### config.mk
export PLATFORM = sky130hd
export DESIGN_NAME = interlaken_lane_descrambler
export DESIGN_NICKNAME = d
export VERILOG_FILES = /design/src/rtl/interlaken_lane_descrambler.sv
export SDC_FILE = /design/constraint.sdc
export NUM_CORES = 1
export LEC_CHECK = 0
export ABC_AREA = 1
export CAP_MARGIN = 20
export CELL_PAD_IN_SITES_DETAIL_PLACEMENT = 1
export CELL_PAD_IN_SITES_GLOBAL_PLACEMENT = 1
export CORE_UTILIZATION = 40
export CTS_CLUSTER_SIZE = 10
export DETAILED_ROUTE_END_ITERATION = 7
export GPL_TIMING_DRIVEN = 0
export HOLD_SLACK_MARGIN = 0.15
export PLACE_DENSITY = 0.82
export REMOVE_ABC_BUFFERS = 1
export SLEW_MARGIN = 30
export SYNTH_ARGS = -nofsm -noshare
export SYNTH_HDL_FRONTEND = slang
export SYNTH_SLANG_ARGS = --single-unit
export TNS_END_PERCENT = 100
### constraint.sdc
create_clock -name USER_CLK -period 8.4 [get_ports USER_CLK]
set_input_delay 1.68 -clock USER_CLK [delete_from_list [all_inputs] [get_ports USER_CLK]]
set_output_delay 1.68 -clock USER_CLK [all_outputs]
set_load 0.05 [all_outputs]
### src/rtl/interlaken_lane_descrambler.sv
// Interlaken 64b/67b receive-lane descrambler.
// Hunts for the metaframe sync word, verifies a run of correctly spaced sync
// words, then locks and descrambles payload with the self-synchronising
// x^58+x^39+1 polynomial. Valid gaps freeze all state; errors are reported as
// single-cycle pulses plus saturating event counters.
module interlaken_lane_descrambler #(
  parameter int          META_FRAME_LEN   = 2048,
  parameter logic [63:0] SYNC_WORD        = 64'h78f678f678f678f6,
  parameter int          SYNC_LOCK_CNT    = 4,
  parameter int          SYNC_LOSS_CNT    = 4,
  parameter int          SCR_MISMATCH_CNT = 3,
  parameter int          CNT_WIDTH        = 16
) (
  input  logic                 USER_CLK,
  input  logic                 SYSTEM_RESET,
  input  logic                 DATA_VALID,
  input  logic                 PASSTHROUGH,
  input  logic [1:0]           HEADER_IN,
  input  logic [63:0]          DATA_IN,
  output logic [63:0]          DATA_OUT,
  output logic [1:0]           HEADER_OUT,
  output logic                 DATA_VALID_OUT,
  output logic                 LOCKED,
  output logic                 SYNC_ERR,
  output logic                 SCR_STATE_ERR,
  output logic [CNT_WIDTH-1:0] LOCK_LOSS_CNT,
  output logic [CNT_WIDTH-1:0] SCR_ERR_CNT
);

  localparam int               POS_W    = $clog2(META_FRAME_LEN);
  localparam logic [POS_W-1:0] POS_LAST = POS_W'(META_FRAME_LEN - 1);
  localparam logic [POS_W-1:0] POS_SYNC = POS_W'(0);
  localparam logic [POS_W-1:0] POS_SSW  = POS_W'(1);
  localparam logic [3:0]       LOCK_TH  = 4'(SYNC_LOCK_CNT);
  localparam logic [3:0]       LOSS_TH  = 4'(SYNC_LOSS_CNT);
  localparam logic [3:0]       MM_TH    = 4'(SCR_MISMATCH_CNT);
  localparam logic [5:0]       SSW_TAG  = 6'b001010;
  localparam logic [1:0]       HDR_CTRL = 2'b10;

  typedef enum logic [1:0] {
    ST_HUNT   = 2'd0,
    ST_VERIFY = 2'd1,
    ST_LOCKED = 2'd2
  } state_t;

  // Statistics counters stick at all-ones instead of wrapping.
  function automatic logic [CNT_WIDTH-1:0] sat_inc_cnt(input logic [CNT_WIDTH-1:0] v);
    return (&v) ? v : v + {{(CNT_WIDTH-1){1'b0}}, 1'b1};
  endfunction

  // Small run-length counters stick at 15.
  function automatic logic [3:0] sat_inc4(input logic [3:0] v);
    return (&v) ? v : v + 4'd1;
  endfunction

  // Bit-serial self-synchronising descrambler, bit 0 first; the received
  // (scrambled) bit is what shifts into the state. Returns {state, data}.
  function automatic logic [121:0] descramble(input logic [63:0] din,
                                              input logic [57:0] s_in);
    logic [57:0] s;
    logic [63:0] d;
    s = s_in;
    d = '0;
    for (int i = 0; i < 64; i++) begin
      d[i] = din[i] ^ s[38] ^ s[57];
      s    = {s[56:0], din[i]};
    end
    return {s, d};
  endfunction

  state_t                 state_q, state_d;
  logic [POS_W-1:0]       pos_q, pos_d;
  logic [3:0]             good_q, good_d;
  logic [3:0]             bad_q, bad_d;
  logic [3:0]             mm_q, mm_d;
  logic [57:0]            scr_q, scr_d;
  logic [CNT_WIDTH-1:0]   lock_loss_q, lock_loss_d;
  logic [CNT_WIDTH-1:0]   scr_cnt_q, scr_cnt_d;
  logic [63:0]            dout_q, dout_d;
  logic [1:0]             hdr_q, hdr_d;
  logic                   dvo_q, dvo_d;
  logic                   sync_err_q, sync_err_d;
  logic                   scr_err_q, scr_err_d;

  logic                   is_sync;
  logic                   is_ssw;
  logic                   ssw_match;
  logic [POS_W-1:0]       pos_nxt;
  logic [3:0]             bad_inc;
  logic [3:0]             mm_inc;
  logic [57:0]            descr_s;
  logic [63:0]            descr_data;

  assign is_sync   = (HEADER_IN == HDR_CTRL) && (DATA_IN == SYNC_WORD);
  assign is_ssw    = (HEADER_IN == HDR_CTRL) && (DATA_IN[63:58] == SSW_TAG);
  assign ssw_match = is_ssw && (DATA_IN[57:0] == scr_q);
  assign pos_nxt   = (pos_q == POS_LAST) ? POS_SYNC : pos_q + POS_W'(1);
  assign bad_inc   = sat_inc4(bad_q);
  assign mm_inc    = sat_inc4(mm_q);
  assign {descr_s, descr_data} = descramble(DATA_IN, scr_q);

  // Lock FSM next state, metaframe tracking, descrambling and error events.
  always_comb begin
    state_d     = state_q;
    pos_d       = pos_q;
    good_d      = good_q;
    bad_d       = bad_q;
    mm_d        = mm_q;
    scr_d       = scr_q;
    lock_loss_d = lock_loss_q;
    scr_cnt_d   = scr_cnt_q;
    dout_d      = DATA_IN;
    hdr_d       = HEADER_IN;
    dvo_d       = DATA_VALID;
    sync_err_d  = 1'b0;
    scr_err_d   = 1'b0;

    if (PASSTHROUGH) begin
      // Bypass overrides everything, valid or not, and always drops lock.
      state_d = ST_HUNT;
      if (state_q == ST_LOCKED) begin
        lock_loss_d = sat_inc_cnt(lock_loss_q);
      end
    end else if (DATA_VALID) begin
      unique case (state_q)
        ST_HUNT: begin
          if (is_sync) begin
            state_d = ST_VERIFY;
            good_d  = 4'd1;
            pos_d   = POS_SSW;
          end
        end

        ST_VERIFY: begin
          pos_d = pos_nxt;
          if (pos_q == POS_SYNC) begin
            if (is_sync) begin
              good_d = sat_inc4(good_q);
            end else begin
              state_d = ST_HUNT;
            end
          end else if ((pos_q == POS_SSW) && (good_q >= LOCK_TH)) begin
            if (is_ssw) begin
              scr_d   = DATA_IN[57:0];
              bad_d   = 4'd0;
              mm_d    = 4'd0;
              state_d = ST_LOCKED;
            end else begin
              state_d = ST_HUNT;
            end
          end
        end

        ST_LOCKED: begin
          pos_d = pos_nxt;
          if (pos_q == POS_SYNC) begin
            if (is_sync) begin
              bad_d = 4'd0;
            end else begin
              sync_err_d = 1'b1;
              bad_d      = bad_inc;
              if (bad_inc >= LOSS_TH) begin
                state_d     = ST_HUNT;
                lock_loss_d = sat_inc_cnt(lock_loss_q);
              end
            end
          end else if (pos_q == POS_SSW) begin
            if (ssw_match) begin
              mm_d = 4'd0;
            end else begin
              // A real SSW with a different state resynchronises the
              // descrambler; a missing SSW leaves the state running.
              scr_err_d = 1'b1;
              scr_cnt_d = sat_inc_cnt(scr_cnt_q);
              mm_d      = mm_inc;
              if (is_ssw) begin
                scr_d = DATA_IN[57:0];
              end
              if (mm_inc >= MM_TH) begin
                state_d     = ST_HUNT;
                lock_loss_d = sat_inc_cnt(lock_loss_q);
              end
            end
          end else begin
            scr_d  = descr_s;
            dout_d = descr_data;
          end
        end

        default: begin
          state_d = ST_HUNT;
        end
      endcase
    end
  end

  // State and output registers; everything clears on the asynchronous reset.
  always_ff @(posedge USER_CLK or posedge SYSTEM_RESET) begin
    if (SYSTEM_RESET) begin
      state_q     <= ST_HUNT;
      pos_q       <= '0;
      good_q      <= '0;
      bad_q       <= '0;
      mm_q        <= '0;
      scr_q       <= '1;
      lock_loss_q <= '0;
      scr_cnt_q   <= '0;
      dout_q      <= '0;
      hdr_q       <= '0;
      dvo_q       <= 1'b0;
      sync_err_q  <= 1'b0;
      scr_err_q   <= 1'b0;
    end else begin
      state_q     <= state_d;
      pos_q       <= pos_d;
      good_q      <= good_d;
      bad_q       <= bad_d;
      mm_q        <= mm_d;
      scr_q       <= scr_d;
      lock_loss_q <= lock_loss_d;
      scr_cnt_q   <= scr_cnt_d;
      dout_q      <= dout_d;
      hdr_q       <= hdr_d;
      dvo_q       <= dvo_d;
      sync_err_q  <= sync_err_d;
      scr_err_q   <= scr_err_d;
    end
  end

  assign DATA_OUT       = dout_q;
  assign HEADER_OUT     = hdr_q;
  assign DATA_VALID_OUT = dvo_q;
  assign LOCKED         = (state_q == ST_LOCKED);
  assign SYNC_ERR       = sync_err_q;
  assign SCR_STATE_ERR  = scr_err_q;
  assign LOCK_LOSS_CNT  = lock_loss_q;
  assign SCR_ERR_CNT    = scr_cnt_q;

endmodule

Word level (Yosys, flattened, before mapping)

Index checks and enable logic that the tools add are counted.

Output and inout bits: 102
Register bits: 184

Reductions and logical operators: 26
Bitwise gates (word level): 132
Add/subtract/negate cells: 6
$lt $le $gt $ge: 3
Mux-type cells: 68
Eq/ne operators: 30

Operators by type and width:

| operator                | count |
|---|---|
| $mux W58                | 6 |
| $mux W64                | 5 |
| $mux W16                | 11 |
| $xor A1 B1 Y1           | 128 |
| $pmux W58 S2            | 1 |
| $eq A64 B63 Y1 const B  | 1 |
| $eq A58 B58 Y1          | 1 |
| $mux W4                 | 14 |
| $reduce_and A7 Y1       | 5 |
| $add A16 B1 Y16 const B | 2 |
| $reduce_and A16 Y1      | 2 |
| $mux W2                 | 13 |
| $pmux W4 S2             | 3 |
| $mux W11                | 2 |
| $pmux W11 S2            | 1 |
| $ne A2 B2 Y1 const B    | 8 |
| $reduce_and A4 Y1       | 4 |
| $add A4 B1 Y4 const B   | 3 |
| $ne A4 B4 Y1 const B    | 3 |
| $add A11 B1 Y11 const B | 1 |
| $eq A11 B1 Y1 const B   | 1 |
| $eq A11 B11 Y1 const B  | 1 |
| $logic_not A11 Y1       | 1 |
| $mux W1                 | 11 |
| 19 further kinds        | 37 |

Depth between registers and ports, before layout

Word-level depth: 10
Mapped depth: 16
Depth with buffers taken out: 15

Worst setup path before layout

OpenSTA, ideal clock, no wires.

Path type: input to register
Start point: input DATA_IN[4]
End point: register scr_q[18]
Path buffers: 2
Arrival time: 3,065 ps
Setup time: 87 ps
Required time: 8,313 ps
Stages: 13
Path slack: 5,247 ps
Cell sequence: buf_2 inv_2 nand2_1 nand2_1 a21oi_1 nand2_1 nor2_1 nand2_1 nor2_1 nand2_2 o21ai_4 clkbuf_1 o21ai_1

Cells in the longest elaborated chain, start to end: 4

RTL lines:

| what                        | RTL line | RTL |
|---|---|---|
| from (decl)                 | 19       | `input logic [63:0] DATA_IN,` |
| $eq A58 B58 Y1              | 96       | `assign ssw_match = is_ssw && (DATA_IN[57:0] == scr_q);` |
| $logic_and A1 B1 Y1         | 96       |  |
| $ne A3 B3 Y1 (no line)      | --       |  |
| $reduce_and A7 Y1 (no line) | --       |  |
| to (signal assigned)        | 219      | `scr_q <= scr_d;` |
| to (decl)                   | 76       | `logic [57:0] scr_q, scr_d;` |

Every way passes these cells.
A chain may end at the register's enable or synchronous reset.

Worst setup path in the final report

Start point: input DATA_IN[59]
End point: register scr_q[15]

Cells in the longest elaborated chain, start to end: 7
Elaborated cells between the ends (all ways): 12

RTL lines:

| what                    | RTL line | RTL |
|---|---|---|
| $eq A6 B4 Y1 (*)        | 95       | `assign is_ssw = (HEADER_IN == HDR_CTRL) && (DATA_IN[63:58] == SSW_TAG);` |
| $logic_and A1 B1 Y1 (*) | 95       |  |
| $mux W58 (4 in series)  | --       |  |
| $pmux W58 S2            | --       |  |

Mark *: on every way between the ends. The rest lies on a longest branch, timed or not. The select of a mux whose other input is x is not followed.

==> impl_metrics.ini <==
[synthesis]
yosys_warnings = 0
synth-edff-count = 0
seq_area_frac_synth_pct = 38.9
synth_seq_cells = 184
async_flop_share_pct = 100
netlist_instances = 1704
ys.flop_type = dfrtp_1
ys_types = 43
synth_top_area_share_pct = 26.2
synth_top_cell_by_area = dfrtp_1
syn_area_sq_um = 12000
ys_top_cells_by_area = dfrtp_1 26%, nand2_1 17%, dfstp_2 13%
synth_common_cells = 560 x nand2_1, 178 x inv_1, 144 x nor2_1
syn-mean-instance-area_sq_um = 7.06
synth_most_common_cell = nand2_1

[drt]
drtIter0Drc = 795
drtPass1Iterations = 5
vias_per_cell = 5.41
wl_um = 44600
drc = 0
wl_per_cell_um = 19.9
vias = 12200
ant_nets = 0

[placed_design]
dp_hpwl_um = 33700
portBuffers = 171
dp.cells = 2214
placed_area_sq_um = 14200
globalplace.congestion = 0.942

[clocking]
cts_buffer_depth = 2
cts_buffers = 17
htreeDepth = 4
hold_buffers = 0
post_cts_resize_count = 0
clk_pin_slew_worst_paths_ps = 80
cts.sink_count = 184
clk_latency_ps = 440
clockRootBuffer = clkbuf_16
cts_setup_buffers = 0
tritoncts = yes

[final_layout]
nets = 1926
utilization_pct = 50.0
multi_input_area_sq_um = 6350
fin_area_sq_um = 14800
seqCellArea_sq_um = 4680
area_growth_pct = 23.0
final_cell_count_no_fill = 2247
layout-drive-gt1-share_pct = 7.49
fillCellCount = 3785

[floorplan]
core_area_sq_um = 29600
die_x_um = 175
initial_core_util_pct = 40.6
dieHeight_um = 175
die_area_sq_um = 30800
rows = 63
ios = 172

[sta]
hold_viol_final = 0
finalClockSkew_ps = 16.0
worst_slew_pin_slew_ps = 697
slew_violations = 0
fin_crit_sh_pct = 56.2
min_period_ps = 4720
setup_violations = 0
max-slew-margin-rel_pct = 53.5
fmax_mhz = 212
whs_ps = 504
rsz0062_at_grt = no

[global_routing]
grt_max_degree = 73
overflow = 0
grt_first_pass_wirelength_um = 70200
grt.total_usage_pct = 29.7
grt_pass1_vias = 12400
antenna_found_initial = 1

[power_and_ir_drop]
peakVddDrop_uv = 128
leakagePower_nw = 6.29
power-per-cell-area_nw_per_um2 = 173
power_mw = 2.56

[run]
maxCapViolCount = 0

[hold_path]
min-delay-path-class = reg2reg

[critical_path]
cp-end-kind = flop
critPathLaunchType = input pin
worstPathArrival_ps = 5070
r2r_slack_ps = 5290
critPathMaxFanout = 28
critical_path_required_ps = 8750
crit_type = in2reg

[status]
status = complete, no violations
==> metal layers <==
layer / GRT usage, % / wire length, um
met5: 0 / 0
met4: 11.2 / 1340
met3: 4.18 / 2370
met2: 48.2 / 21100
met1: 40.0 / 19800
==> placed cells by master, fill, tap and decap left out, types with 11 or more instances in the layout <==
master             n
a21oi_1           17
clkbuf_16         17
clkdlybuf4s50_1  171
dfrtp_1          126
dfstp_2           58
ha_1              13
inv_1            177
inv_2             11
nand2_1          559
nand3_1          112
nand4_1           34
nor2_1           143
nor3_1            13
o211ai_1          58
o21ai_0          100
o21ai_1           47
xnor2_1           33
xor2_1            87
==> flip-flops by register name, indices dropped and copies added (netlist names) <==
name and count:
SCR_STATE_ERR 1, LOCK_LOSS_CNT 16, SCR_ERR_CNT 16, SYNC_ERR 1, DATA_OUT 64, scr_q 58, bad_q 4, state_q 2
HEADER_OUT 2, mm_q 4, good_q 4, pos_q 11, DATA_VALID_OUT 1
==> power breakdown <==
group / internal, mW / switching (mW)
clock: 0.419 / 0.404
sequential: 0.966 / 0.0665
combinational: 0.225 / 0.480
==> path summary, 6_finish.rpt <==
kind | startpoint | to | cells after the start
min in group asynchronous | SYSTEM_RESET | SCR_ERR_CNT[11] | 2
worst min register to register | scr_q[53] | scr_q[53] | 2
worst min-delay path | scr_q[53] | scr_q[53] | 2
worst max-delay path | DATA_IN[59] | scr_q[15] | 17
worst max register to register | state_q[0] | DATA_OUT[53] | 8
max in group asynchronous | SYSTEM_RESET | scr_q[7] | 3
==> final cells by class <==
| class | instances | share of cell area [%] |
|---|---|---|
| antenna | 1 | 0.0169 |
| clock buffer | 18 | 2.90 |
| clock inverter | 14 | 0.955 |
| inverter | 191 | 4.91 |
| multi-input combinational | 1267 | 42.9 |
| sequential | 184 | 31.6 |
| tap | 390 | 3.30 |
| timing repair buffer | 182 | 13.5 |
==> logic make-up after synthesis <==
group	synth area share, %
adder cells (fa/ha/maj)	1.35
XOR/XNOR	8.73
AND/OR/NAND/NOR	31.3
buffers and inverters	8.55
flip-flops	38.9
multiplexers	0.0832
AO/OA/AOI/OAI	11.1
==> worst max-delay path, stage by stage <==
cell             delay (ps)
clkdlybuf4s50_1         670
inv_1                    70
nor2_1                   90
nand2_1                 110
nor2_4                  570
nand3b_1                240
nor2_1                  160
nand2_1                  60
nor2_1                  120
nand2_2                 150
o21ai_4                 200
buf_16                  190
buf_16                  180
buf_16                  180
buf_16                  180
nand2_1                  70
o21ai_0                 100
==> through the flow <==
stage               setup slack, ps  setup TNS [ps]
floorplan                      1820               0
global placement              -1190         -150680
detailed placement             3280               0
CTS                            3730               0
global route                   3530               0
finish                         3680               0
(Power assumes the default switching activity.)
